===== src/rtl/rr_mux_arbiter.sv =====
// Round-robin arbiter sharing one 4:1 single-bit mux between four requesters.
// Define ARB_TIMEOUT_EN to force a release after MAX_HOLD cycles when others are waiting.
module rr_mux_arbiter #(
   parameter int unsigned MAX_HOLD = 8,
   parameter int unsigned HOLD_W   = 4
) (
   input  logic       clk,
   input  logic       rst_n,
   input  logic [3:0] req,
   input  logic [3:0] data_in,
   output logic [3:0] gnt,
   output logic [1:0] sel,
   output logic       busy,
   output logic       data_out,
   output logic       data_valid
);

   typedef enum logic {StIdle, StGrant} state_e;

   state_e     state_q, state_d;
   logic [3:0] gnt_q, gnt_d;
   logic [1:0] sel_q, sel_d;
   logic [1:0] ptr_q, ptr_d;
   logic       busy_q, busy_d;
   logic       dout_q, dout_d;
   logic       dvalid_q, dvalid_d;
   logic       do_grant;
   logic [1:0] win;

   // Parameter legality is checked at elaboration; an illegal set elaborates this empty block.
   if (MAX_HOLD < 2 || MAX_HOLD > 15 || (1 << HOLD_W) <= MAX_HOLD) begin : g_bad_hold_params
   end

`ifdef ARB_TIMEOUT_EN
   logic [HOLD_W-1:0] hold_q, hold_d;
`endif

   // First requester at or after p (mod 4); scanning downward lets the nearest one win.
   function automatic logic [1:0] find_winner(input logic [3:0] r, input logic [1:0] p);
      logic [1:0] w;
      logic [1:0] idx;
      w = p;
      for (int i = 3; i >= 0; i--) begin
         idx = p + 2'(i);
         if (r[idx]) w = idx;
      end
      return w;
   endfunction

   always_comb begin
      state_d  = state_q;
      gnt_d    = gnt_q;
      sel_d    = sel_q;
      ptr_d    = ptr_q;
      busy_d   = busy_q;
      dout_d   = dout_q;
      dvalid_d = 1'b0;
      do_grant = 1'b0;
      win      = 2'd0;
`ifdef ARB_TIMEOUT_EN
      hold_d   = hold_q;
`endif
      case (state_q)
         StIdle: begin
            if (|req) do_grant = 1'b1;
         end
         StGrant: begin
            if (req[sel_q]) begin
               dout_d   = data_in[sel_q];
               dvalid_d = 1'b1;
`ifdef ARB_TIMEOUT_EN
               if (hold_q != HOLD_W'(MAX_HOLD)) hold_d = hold_q + 1'b1;
               if (hold_q == HOLD_W'(MAX_HOLD - 1) && |(req & ~gnt_q)) begin
                  ptr_d    = sel_q + 2'd1;
                  do_grant = 1'b1;
               end
`endif
            end else begin
               ptr_d = sel_q + 2'd1;
               if (|req) begin
                  do_grant = 1'b1;
               end else begin
                  state_d = StIdle;
                  gnt_d   = 4'b0000;
                  busy_d  = 1'b0;
               end
            end
         end
         default: state_d = StIdle;
      endcase

      // Search always starts from the updated pointer so a releasing owner ranks last.
      if (do_grant) begin
         win     = find_winner(req, ptr_d);
         state_d = StGrant;
         gnt_d   = 4'b0001 << win;
         sel_d   = win;
         busy_d  = 1'b1;
`ifdef ARB_TIMEOUT_EN
         hold_d  = '0;
`endif
      end
   end

   always_ff @(posedge clk or negedge rst_n) begin
      if (!rst_n) begin
         state_q  <= StIdle;
         gnt_q    <= 4'b0000;
         sel_q    <= 2'd0;
         ptr_q    <= 2'd0;
         busy_q   <= 1'b0;
         dout_q   <= 1'b0;
         dvalid_q <= 1'b0;
      end else begin
         state_q  <= state_d;
         gnt_q    <= gnt_d;
         sel_q    <= sel_d;
         ptr_q    <= ptr_d;
         busy_q   <= busy_d;
         dout_q   <= dout_d;
         dvalid_q <= dvalid_d;
      end
   end

`ifdef ARB_TIMEOUT_EN
   always_ff @(posedge clk or negedge rst_n) begin
      if (!rst_n) hold_q <= '0;
      else        hold_q <= hold_d;
   end
`endif

   assign gnt        = gnt_q;
   assign sel        = sel_q;
   assign busy       = busy_q;
   assign data_out   = dout_q;
   assign data_valid = dvalid_q;

endmodule


===== config.mk =====
export PLATFORM = sky130hd
export DESIGN_NAME = rr_mux_arbiter
export DESIGN_NICKNAME = d
export VERILOG_FILES = /design/src/rtl/rr_mux_arbiter.sv
export SDC_FILE = /design/constraint.sdc
export NUM_CORES = 1
export LEC_CHECK = 0
export CAP_MARGIN = 0
export CORE_AREA = 2 2 42 44
export CTS_CLUSTER_DIAMETER = 50
export DETAILED_ROUTE_END_ITERATION = 8
export DIE_AREA = 0 0 44 46
export GPL_ROUTABILITY_DRIVEN = 0
export HOLD_SLACK_MARGIN = 0.15
export PLACE_DENSITY = 0.74
export SLEW_MARGIN = 20
export SYNTH_ARGS = -nofsm -noshare
export SYNTH_HDL_FRONTEND = slang
export SYNTH_SLANG_ARGS = --single-unit

===== constraint.sdc =====
create_clock -name clk -period 4.5 [get_ports clk]
set_input_delay 0.675 -clock clk [delete_from_list [all_inputs] [get_ports clk]]
set_output_delay 0.675 -clock clk [all_outputs]
set_load 0.05 [all_outputs]

==> summary.txt <==
Drt
  – Remaining design rule violation count: 0
  – Per-cell routed wire length: 14.4 um
  – Post-DR vias/cell: 5.56
  – Antenna Nets Post-Route: 0
  – Final wirelength: 1540 um
  – Via Count: 595
  – 1st-pass router iterations: 4
  – Initial DRC count: 6

Floorplan
  – Y dimension of the die: 46 um
  – Cell row count: 15
  – Core area: 0.00161 mm^2
  – Die W: 44 um
  – Full die area: 0.00202 mm^2
  – # IOs: 19
  – Effective utilization at floorplan: 0.452

Clock network
  – Clock tree from TritonCTS: done
  – Number of sinks driven by the clock tree: 12
  – Clock-pin slew on the worst setup and hold paths: 0.06 ns
  – Hold_buf cts: 0
  – Clk Tree Root Cell: sky130_fd_sc_hd__clkbuf_4
  – Maximum level of the CTS H-tree: 1
  – Maximum clock insertion buffer count: 2
  – TritonCTS buffer count: 3
  – Post CTS Setup Buffer Count: 0
  – Resized Gates After CTS: 0
  – Latest clock arrival within the worst-skew pair: 0.27 ns

Synthesis
  – Register area share after synthesis: 0.412
  – Post-synthesis net count: 81
  – Warnings, synthesis: 0
  – Post-synth design cell area: 729 um^2
  – Post-synthesis cell count: 71
  – Xor and xnor fraction of the mapped netlist area: 0
  – Fraction of the mapped netlist area in simple logic gates: 0.142
  – FF+latch count, synth: 12
  – Largest family of logic cells by synthesized area: compound AO/OA/AOI/OAI gates
  – Adder-cell area share of the yosys netlist: 0
  – Count of unique library cells instantiated by Yosys: 32
  – Share of cell area taken by muxes after synthesis: 0.113
  – Area fraction in compound gates after synthesis: 0.280
  – Post-Synthesis Mean Instance Area: 10.3 um^2

Final layout
  – Filler-free cell count of the finished design: 107
  – Final core utilization: 0.579
  – Fill cells: 141
  – Most used cells in the layout excluding fill and tap cells: sky130_fd_sc_hd__clkdlybuf4s50_1, sky130_fd_sc_hd__dfrtp_1, sky130_fd_sc_hd__nand2_1, sky130_fd_sc_hd__nor2_1
  – Register area: 300 um^2
  – Final net count: 102
  – Layout Area Growth over Synthesis: 28.1%
  – Most common library cell in the layout ignoring fill and taps: sky130_fd_sc_hd__clkdlybuf4s50_1
  – Share of post-route cells with drive strength above 1: 0.167
  – Area used by multi-input combinational logic: 390 um^2
  – Diode count: 0

Timing
  – Worst Max-Slew Pin Slew: 0.543 ns
  – Final worst clock skew: 0.00866 ns
  – Maximum frequency from static timing analysis: 400 MHz
  – Final number of setup-violating endpoints: 0
  – Normalized max-slew margin: 0.637
  – RSZ-0062 raised after global routing: no
  – Hold Violations, Final: 0
  – Hold Slack: 0.495 ns
  – Sum Neg Setup Slack: 0 ns
  – Final critical-path share of the clock period: 0.555
  – Final critical path time including I/O delays and setup: 2.50 ns
  – Number of max-slew violations in the final report: 0

Global route
  – Via count of the first global-routing pass: 587
  – Initial antenna violation count: 0
  – Global-route wire length before repair: 2630 um
  – Global routing usage summed across all routing layers: 0.180
  – Pin count of the biggest net entering global routing: 13
  – GR Overflow Total: 0

Placement
  – HPWL after DPL: 1180 um
  – Cell count after placement: 104
  – Number of buffer cells added on primary ports: 18

Run status
  – Run status: finished, final reports clean

Pwr
  – Total power per unit cell area: 752 mW/mm^2
  – Leakage Power: 0.399 nW
  – Worst voltage drop across the vdd grid: 0.424 mV

Run
  – Number of max-cap violations: 0

Worst setup path
  – Critical path's slowest cell: sky130_fd_sc_hd__clkdlybuf4s50_1
  – Reg2reg start: sel[1]$_DFFE_PN0P_
  – CP startpoint: req[0]
  – Highest fanout seen on the critical path: 7
  – Startpoint Class: input pin
  – Crit. End Element: flop
  – Top cell family by delay on the critical path: compound AO/OA/AOI/OAI gates
  – Critical Path RT: 4.65 ns
  – Worst stage delay on the critical path: 0.62 ns
  – Critical path buffer and inverter count: 2
  – Class of the most critical setup path: in2reg
  – Worst EP arrival: 2.65 ns
  – CP cell instances: clkdlybuf4s50_1, nor4b_2, a211oi_2, nand2_1, clkinv_2, o31ai_1, o32a_2, a22o_1

Min path
  – Origin of the worst min-delay path: gnt[2]$_DFFE_PN0P_
  – Classification of the worst-slack hold path: reg2reg
[cells in the mapped netlist]
library cell / count / area, um^2
sky130_fd_sc_hd__a211oi_1: 1 / 7.51
sky130_fd_sc_hd__a211oi_2: 1 / 12.5
sky130_fd_sc_hd__a21boi_0: 1 / 7.51
sky130_fd_sc_hd__a21o_2: 2 / 17.5
sky130_fd_sc_hd__a21oi_1: 4 / 20.0
sky130_fd_sc_hd__a221oi_4: 1 / 26.3
sky130_fd_sc_hd__a22o_1: 2 / 17.5
sky130_fd_sc_hd__a22oi_1: 1 / 7.51
sky130_fd_sc_hd__a31oi_2: 1 / 12.5
sky130_fd_sc_hd__and2b_2: 1 / 8.76
sky130_fd_sc_hd__and3b_1: 1 / 8.76
sky130_fd_sc_hd__buf_4: 1 / 7.51
sky130_fd_sc_hd__buf_6: 1 / 11.3
sky130_fd_sc_hd__clkinv_2: 1 / 5.00
sky130_fd_sc_hd__dfrtp_1: 12 / 300
sky130_fd_sc_hd__inv_1: 4 / 15.0
sky130_fd_sc_hd__mux2_2: 1 / 11.3
sky130_fd_sc_hd__mux2_4: 1 / 15.0
sky130_fd_sc_hd__mux2i_1: 3 / 30.0
sky130_fd_sc_hd__mux4_1: 1 / 26.3
sky130_fd_sc_hd__nand2_1: 10 / 37.5
sky130_fd_sc_hd__nand2b_1: 1 / 6.26
sky130_fd_sc_hd__nor2_1: 6 / 22.5
sky130_fd_sc_hd__nor3_1: 1 / 5.00
sky130_fd_sc_hd__nor4b_2: 1 / 15.0
sky130_fd_sc_hd__o21ai_0: 2 / 10.0
sky130_fd_sc_hd__o21ai_1: 4 / 20.0
sky130_fd_sc_hd__o21ba_2: 1 / 10.0
sky130_fd_sc_hd__o21bai_1: 1 / 7.51
sky130_fd_sc_hd__o31ai_1: 1 / 7.51
sky130_fd_sc_hd__o32a_2: 1 / 11.3
sky130_fd_sc_hd__o32ai_1: 1 / 8.76
[sequential cells by signal, summed over array words and instances (netlist names)]
register and count:
state_q 1, gnt 4, sel 2, busy 1, data_valid 1, ptr_q 2
data_out 1
[stage by stage]
stage	total power, mW	instance area (um^2)	worst slack, ns
after global routing	0.754	935	1.87
after CTS	0.710	935	2.02
after global placement	0.634	912	1.75
after detailed placement	0.642	912	1.74
after floorplan	0.535	729	2.34
final	0.703	935	2.00
[per-layer routing]
layer	global-route usage	share of wire	vias to the layer above	wire, um
met5	0	0	-	0
met2	0.312	0.48	15	744
met3	0.0635	0.050	0	77
li1	-	-	300	-
met1	0.223	0.47	280	719
met4	0.0182	0	0	0
[path summary, 6_finish.rpt]
kind / end / slack, ns / depth (start not counted)
min in group asynchronous: ptr_q[0]$_DFF_PN0_ / 0.76 / 1
max in group asynchronous: gnt[2]$_DFFE_PN0P_ / 3.38 / 1
worst min-delay path: gnt[2]$_DFFE_PN0P_ / 0.50 / 2
worst max-delay path: gnt[1]$_DFFE_PN0P_ / 2.00 / 8
worst min register to register: gnt[2]$_DFFE_PN0P_ / 0.50 / 2
worst max register to register: gnt[1]$_DFFE_PN0P_ / 2.42 / 7
[area by class of cell]
cell class              instances  share of cell area
multi-input cells              52               0.418
well taps                      17              0.0228
clock buffers                   3              0.0241
repair buffers                 18               0.193
flip-flops and latches         12               0.321
inverters                       5              0.0214
[cells by family after synthesis]
| kind of cell | Yosys count |
|---|---|
| and+or+nand+nor | 21 |
| muxes | 6 |
| AOI/OAI and AO/OA | 25 |
| buffers and inverters | 7 |
| DFF | 12 |
[power by group]
| group | switching, mW | internal (mW) |
|---|---|---|
| clock | 0.0322 | 0.0309 |
| combinational | 0.258 | 0.179 |
| sequential | 0.0514 | 0.151 |
| total | 0.341 | 0.362 |
[worst register-to-register path, cell delays in order, from the launching register on]
cell                       delay (ns)
sky130_fd_sc_hd__dfrtp_1         0.59
sky130_fd_sc_hd__nor2_1          0.09
sky130_fd_sc_hd__a211oi_2        0.32
sky130_fd_sc_hd__nand2_1         0.17
sky130_fd_sc_hd__clkinv_2        0.10
sky130_fd_sc_hd__o31ai_1         0.08
sky130_fd_sc_hd__o32a_2          0.41
sky130_fd_sc_hd__a22o_1          0.19
(Power assumes the default switching activity.)
